**config.mk**
```make
export PLATFORM = sky130hd
export DESIGN_NAME = event_point_flat
export DESIGN_NICKNAME = d
export VERILOG_FILES = /design/src/rtl/is_pkg.sv /design/src/rtl/event_point_if.sv /design/src/rtl/point_input_tracker.sv /design/src/rtl/event_point.sv /design/src/flat_wrapper.sv
export SDC_FILE = /design/constraint.sdc
export NUM_CORES = 1
export LEC_CHECK = 0
export ABC_AREA = 1
export BUFFER_PORTS_ARGS = -buffer_cell sky130_fd_sc_hd__buf_2
export CORE_MARGIN = 3
export CORE_UTILIZATION = 40
export DETAILED_ROUTE_END_ITERATION = 8
export HOLD_SLACK_MARGIN = 0.02
export PLACE_DENSITY = 0.69
export RECOVER_POWER = 50
export SLEW_MARGIN = 20
export SYNTH_ARGS = -nofsm -noshare
export SYNTH_HDL_FRONTEND = slang
export SYNTH_HIERARCHICAL = 1
export SYNTH_SLANG_ARGS = --single-unit
```
**constraint.sdc**
```tcl
create_clock -name clk -period 3.53 [get_ports clk]
set_input_delay 0 -clock clk [delete_from_list [all_inputs] [get_ports clk]]
set_output_delay 0 -clock clk [all_outputs]
set_load 0.005 [all_outputs]
```
**src/rtl/is_pkg.sv**
```systemverilog
// Shared types for the score-point/interval blocks: one-hot point state and default time width.
package is_pkg;

  localparam int unsigned IS_WIDTH = 32;

  typedef enum logic [4:0] {
    ST_IDLE    = 5'b00001,
    ST_WAIT    = 5'b00010,
    ST_FIRED   = 5'b00100,
    ST_SKIPPED = 5'b01000,
    ST_KILLED  = 5'b10000
  } point_state_t;

  function automatic logic is_terminal(point_state_t s);
    return (s == ST_FIRED) || (s == ST_SKIPPED) || (s == ST_KILLED);
  endfunction

endpackage

```
**src/rtl/event_point_if.sv**
```systemverilog
// Bundle of score-side inputs and point outputs for one event_point.
interface event_point_if
  import is_pkg::*;
#(
  parameter int N_IN  = 2,
  parameter int WIDTH = IS_WIDTH
);

  logic             enable;
  logic             trigger;
  logic             condition;
  logic             kill_req;
  logic [N_IN-1:0]  in_finished;
  logic [N_IN-1:0]  in_skip;
  logic [N_IN-1:0]  in_kill;
  logic [WIDTH-1:0] global_clock;

  logic             start;
  logic             skip_p;
  logic             kill_p;
  logic [WIDTH-1:0] start_time;
  logic             done;

  modport master (
    output enable, trigger, condition, kill_req,
    output in_finished, in_skip, in_kill, global_clock,
    input  start, skip_p, kill_p, start_time, done
  );

  modport slave (
    input  enable, trigger, condition, kill_req,
    input  in_finished, in_skip, in_kill, global_clock,
    output start, skip_p, kill_p, start_time, done
  );

endinterface

```
**src/rtl/point_input_tracker.sv**
```systemverilog
// Sticky finished/skip flags for one incoming interval; finished wins a same-cycle tie.
module point_input_tracker (
  input  logic clk,
  input  logic rst_n,
  input  logic i_track,
  input  logic i_fin,
  input  logic i_skp,
  output logic o_resolved,
  output logic o_any_fin
);

  logic r_fin;
  logic r_skp;
  logic w_open;
  logic w_fin_now;
  logic w_skp_now;

  // Once resolved, later pulses on this input are ignored.
  assign w_open    = ~(r_fin | r_skp);
  assign w_fin_now = w_open & i_fin;
  assign w_skp_now = w_open & i_skp & ~i_fin;

  always_ff @(posedge clk or negedge rst_n) begin
    if (!rst_n) begin
      r_fin <= 1'b0;
      r_skp <= 1'b0;
    end else if (i_track) begin
      if (w_fin_now) r_fin <= 1'b1;
      if (w_skp_now) r_skp <= 1'b1;
    end
  end

  assign o_resolved = r_fin | r_skp | w_fin_now | w_skp_now;
  assign o_any_fin  = r_fin | w_fin_now;

endmodule

```
**src/rtl/event_point.sv**
```systemverilog
// Score event point: waits for all incoming intervals (or a root trigger), then fires, skips or is killed.
// state   | meaning
// IDLE    | score not yet running
// WAIT    | collecting incoming interval results
// FIRED   | point started downstream (terminal)
// SKIPPED | skip propagated downstream (terminal)
// KILLED  | kill propagated downstream (terminal)
module event_point
  import is_pkg::*;
#(
  parameter int N_IN    = 2,
  parameter int WIDTH   = IS_WIDTH,
  parameter bit IS_ROOT = 1'b0
) (
  input logic         clk,
  input logic         rst_n,
  event_point_if.slave bus
);

  point_state_t     r_state;
  point_state_t     w_state_nxt;
  logic             r_start;
  logic [WIDTH-1:0] r_start_time;
  logic [N_IN-1:0]  w_resolved;
  logic [N_IN-1:0]  w_any_fin;
  logic             w_track;
  logic             w_kill;
  logic             w_fire;

  assign w_track = (r_state == ST_WAIT) && (IS_ROOT == 1'b0);

  for (genvar gi = 0; gi < N_IN; gi++) begin : g_trk
    point_input_tracker u_trk (
      .clk        (clk),
      .rst_n      (rst_n),
      .i_track    (w_track),
      .i_fin      (bus.in_finished[gi]),
      .i_skp      (bus.in_skip[gi]),
      .o_resolved (w_resolved[gi]),
      .o_any_fin  (w_any_fin[gi])
    );
  end

  assign w_kill = bus.kill_req | (|bus.in_kill);

  // Kill acts even while enable is low; only resolution/firing is frozen.
  always_comb begin
    w_state_nxt = r_state;
    unique case (r_state)
      ST_IDLE: begin
        if (bus.kill_req)    w_state_nxt = ST_KILLED;
        else if (bus.enable) w_state_nxt = ST_WAIT;
      end
      ST_WAIT: begin
        if (w_kill) begin
          w_state_nxt = ST_KILLED;
        end else if (bus.enable) begin
          if (IS_ROOT) begin
            if (bus.trigger) w_state_nxt = ST_FIRED;
          end else if (&w_resolved) begin
            w_state_nxt = ((|w_any_fin) && bus.condition) ? ST_FIRED : ST_SKIPPED;
          end
        end
      end
      default: w_state_nxt = r_state;
    endcase
  end

  assign w_fire = (r_state == ST_WAIT) && (w_state_nxt == ST_FIRED);

  always_ff @(posedge clk or negedge rst_n) begin
    if (!rst_n) begin
      r_state      <= ST_IDLE;
      r_start      <= 1'b0;
      r_start_time <= '0;
    end else begin
      r_state <= w_state_nxt;
      r_start <= w_fire;
      if (w_fire) r_start_time <= bus.global_clock;
    end
  end

  assign bus.start      = r_start;
  assign bus.start_time = r_start_time;
  assign bus.skip_p     = (r_state == ST_SKIPPED);
  assign bus.kill_p     = (r_state == ST_KILLED);
  assign bus.done       = is_terminal(r_state);

endmodule

```
**src/flat_wrapper.sv**
```systemverilog
// flat-port wrapper written by rule: the top's interface ports become plain ports
module event_point_flat import is_pkg::*;
#(
  parameter int N_IN    = 2,
  parameter int WIDTH   = IS_WIDTH,
  parameter bit IS_ROOT = 1'b0
)
  (clk, rst_n, bus_enable, bus_trigger, bus_condition, bus_kill_req, bus_in_finished, bus_in_skip, bus_in_kill, bus_global_clock, bus_start, bus_skip_p, bus_kill_p, bus_start_time, bus_done);
  event_point_if #(.N_IN(N_IN), .WIDTH(WIDTH)) bus_i ();
  input logic clk;
  input logic rst_n;
  input wire logic [$bits(bus_i.enable)-1:0] bus_enable;
  input wire logic [$bits(bus_i.trigger)-1:0] bus_trigger;
  input wire logic [$bits(bus_i.condition)-1:0] bus_condition;
  input wire logic [$bits(bus_i.kill_req)-1:0] bus_kill_req;
  input wire logic [$bits(bus_i.in_finished)-1:0] bus_in_finished;
  input wire logic [$bits(bus_i.in_skip)-1:0] bus_in_skip;
  input wire logic [$bits(bus_i.in_kill)-1:0] bus_in_kill;
  input wire logic [$bits(bus_i.global_clock)-1:0] bus_global_clock;
  output wire logic [$bits(bus_i.start)-1:0] bus_start;
  output wire logic [$bits(bus_i.skip_p)-1:0] bus_skip_p;
  output wire logic [$bits(bus_i.kill_p)-1:0] bus_kill_p;
  output wire logic [$bits(bus_i.start_time)-1:0] bus_start_time;
  output wire logic [$bits(bus_i.done)-1:0] bus_done;
  assign bus_i.enable = bus_enable;
  assign bus_i.trigger = bus_trigger;
  assign bus_i.condition = bus_condition;
  assign bus_i.kill_req = bus_kill_req;
  assign bus_i.in_finished = bus_in_finished;
  assign bus_i.in_skip = bus_in_skip;
  assign bus_i.in_kill = bus_in_kill;
  assign bus_i.global_clock = bus_global_clock;
  assign bus_start = bus_i.start;
  assign bus_skip_p = bus_i.skip_p;
  assign bus_kill_p = bus_i.kill_p;
  assign bus_start_time = bus_i.start_time;
  assign bus_done = bus_i.done;
  event_point #(.N_IN(N_IN), .WIDTH(WIDTH), .IS_ROOT(IS_ROOT)) u_core (.clk(clk), .rst_n(rst_n), .bus(bus_i));
endmodule
```
==> results.tsv <==
metric	value	unit
status	finished with violations	
violations	capacitance limit, slew limit	
cp.required	3.47	ns
grt_start_max_net_pins	43	
yosysUniqueCellTypes	22	
path_clk_slew	0.08	ns
dp_hpwl	2878	um
r2r_setup_slack	1.53	ns
highest_layer	met4	
cp-startpoint	rst_n	
boundaryPins	80	
max_freq	0.4611	GHz
utilization	61.63	%
synth_cells	220	
whs_path_depth	6	
start_util	42.54	%
antenna_found_initial	0	
fin_crit_sh	61.44	%
met3_length	206	um
cts_buffers	5	
cts_root_buf	clkbuf_8	
grt-ovfl-total	0	
ys.flop_type	dfrtp_1	
endpoint_kind	async pin	
grt_pass1_vias	1773	
place_congestion	0.8170	
setup_viol	0	
rsz0062_at_grt	no	
syn2layout_area_growth	44.87	%
die_x	74.75	um
detail_route.wirelength	4868	um
synth.net_count	264	
core_area	4444	um2
yosys_register_bits	42	
yosysSeqAreaShare	55.66	%
regToRegStartpoint	u_core/g_trk[1].u_trk/r_skp	
vias	1832	
timing.rr.end	u_core/bus.start_time[4]	
syn_area	1891	um2
clkLatencyLatePin	0.28	ns
final_cells	389	
min_to	u_core/r_state[3]	
met2WireLength	2501	um
ir_drop	0.2068	mV
layout_min_cycle_time	2.169	ns
relSlewSlack	-46.76	%
syn_avg_cell_area	8.593	um2
yosysWarnings	6	
grtUsageTotal	18.19	%
crit_buf_inv	2	
wl_met1	2141	um
cts_max_path_buffers	2	
crit_chain	dlygate4sd3_1 -> clkbuf_1	
drc	0	
port-buffer-count	78	
crit_family	buffers and inverters	
crit_slowest_cell	clkbuf_1	
cts_resized	0	
hold_viol	0	
start_kind	input pin	
worst-setup-path-type	in -> async	
skew	0.008898	ns
arrival	2.11	ns
synth_edf_count	0	
fin_nets	380	
viasPerCell	4.710	
powerDensity	317.9	nW/um2
dr.pass1.iters	4	
worst-path-max-fanout	42	
cts_tree	built	
wl_per_cell	12.51	um
synth-async-reset-ratio	100.0	%
r2r_cells	10	
tns	0	ns
leakagePower	1.556	nW
h-tree-depth	2	
cts_sinks	42	
die_area	5588	um2
p_total	870.6	uW
grt_pass1_wl	7776	um
hold_start	bus_condition	
num_rows	24	
maxCapViolCount	1	
drive_gt1_share	22.55	%
critPathMaxStageDelay	1.56	ns
num-fill-cells	405	
diodes	0	
first_iter_violations	91	
worst_pin_slew	2.201	ns
antenna_left	0	
finalMaxSlewViolations	43	
fp.dieH	74.75	um
hp-class	in -> reg	
dp_cells	341	
-- stage by stage --
stage	area, um2	worst slack [ns]	hold WS [ns]
final	2739	1.361	0.1787
after global routing	2739	0.8404	0.2249
after CTS	2766	1.528	0.1687
after detailed placement	2275	1.552	0.2080
after global placement	2275	1.572	0.1968
after floorplan	1891	2.271	-0.2956
-- per-layer routing --
metal / vias to the layer above / track usage, %
li1: 922 / -
met4: 0 / 5.731
met1: 857 / 21.19
met3: 2 / 3.071
met2: 51 / 33.85
met5: - / 0
-- kinds of logic after synthesis --
kind of cell           Yosys count  synth area share [%]
DFF                             42                 55.66
AOI/OAI and AO/OA                5                 2.250
buffers and inverters           30                 7.942
and+or+nand+nor                143                 34.15
-- what timing repair did --
action | in CTS | in global routing
buffers inserted | 0 | 0
hold buffers | 40 | 0
hold endpoints to repair | 80 | 0
-- sequential cells by signal (all words and copies together) (netlist names) --
name and flops:
u_core/r_state 5, u_core/bus.start 1, u_core/g_trk.u_trk/r_fin 2, u_core/bus.start_time 32, u_core/g_trk.u_trk/r_skp 2
-- cell usage in the layout (no fill, tap or decap) --
cell type	Yosys	routed
dfstp_2	1	1
nor2_2	4	4
nor4_1	1	1
nor2_1	6	6
o211ai_1	1	1
o21bai_2	2	2
o31ai_1	1	1
nand2_4	1	1
clkinv_2	0	1
clkbuf_1	0	23
or2_2	1	1
clkbuf_8	0	6
nand2_1	86	86
a21oi_1	1	1
buf_2	3	56
dfrtp_1	41	41
nor2_8	1	1
dlygate4sd3_1	0	40
inv_2	2	2
inv_1	19	19
nand3_4	1	1
nor3_1	1	1
nand4_1	3	3
nand3_1	38	38
-- worst max path at each step --
stage | endpoint | depth (start not counted)
final | u_core/bus.start_time[5] | 2
after global routing | u_core/bus.start_time[5] | 2
after CTS | u_core/bus.start_time[11] | 10
after detailed placement | u_core/bus.start_time[23] | 10
after global placement | u_core/bus.start_time[27] | 10
after floorplan | u_core/bus.start_time[10] | 7
-- cell type report --
type                       count  area (um2)  share of cell area, %
tap                           52       65.06                  2.376
sequential                    42        1052                  38.42
timing repair buffer         118       763.2                  27.87
clock buffer                   7       86.33                  3.152
multi-input combinational    148       688.2                  25.13
clock inverter                 1       5.005                 0.1827
inverter                      21       78.83                  2.878
-- cell usage after synthesis, types with 2 or more instances --
cell      instances  area share [%]
inv_2             2            0.40
dfrtp_1          41              54
buf_6             3             1.8
nor2_1            6             1.2
inv_1            19             3.8
buf_2             3            0.79
nor2_2            4             1.3
nand2_1          86              17
buf_4             3             1.2
o21bai_2          2             1.2
nand4_1           3            0.99
nand3_1          38              10
-- report_power, final --
part / switching (mW) / total, mW / internal (mW)
sequential: 0.00130 / 0.485 / 0.483
clock: 0.154 / 0.312 / 0.158
combinational: 0.0277 / 0.0739 / 0.0462
total: 0.183 / 0.871 / 0.687
(Power assumes the default switching activity.)
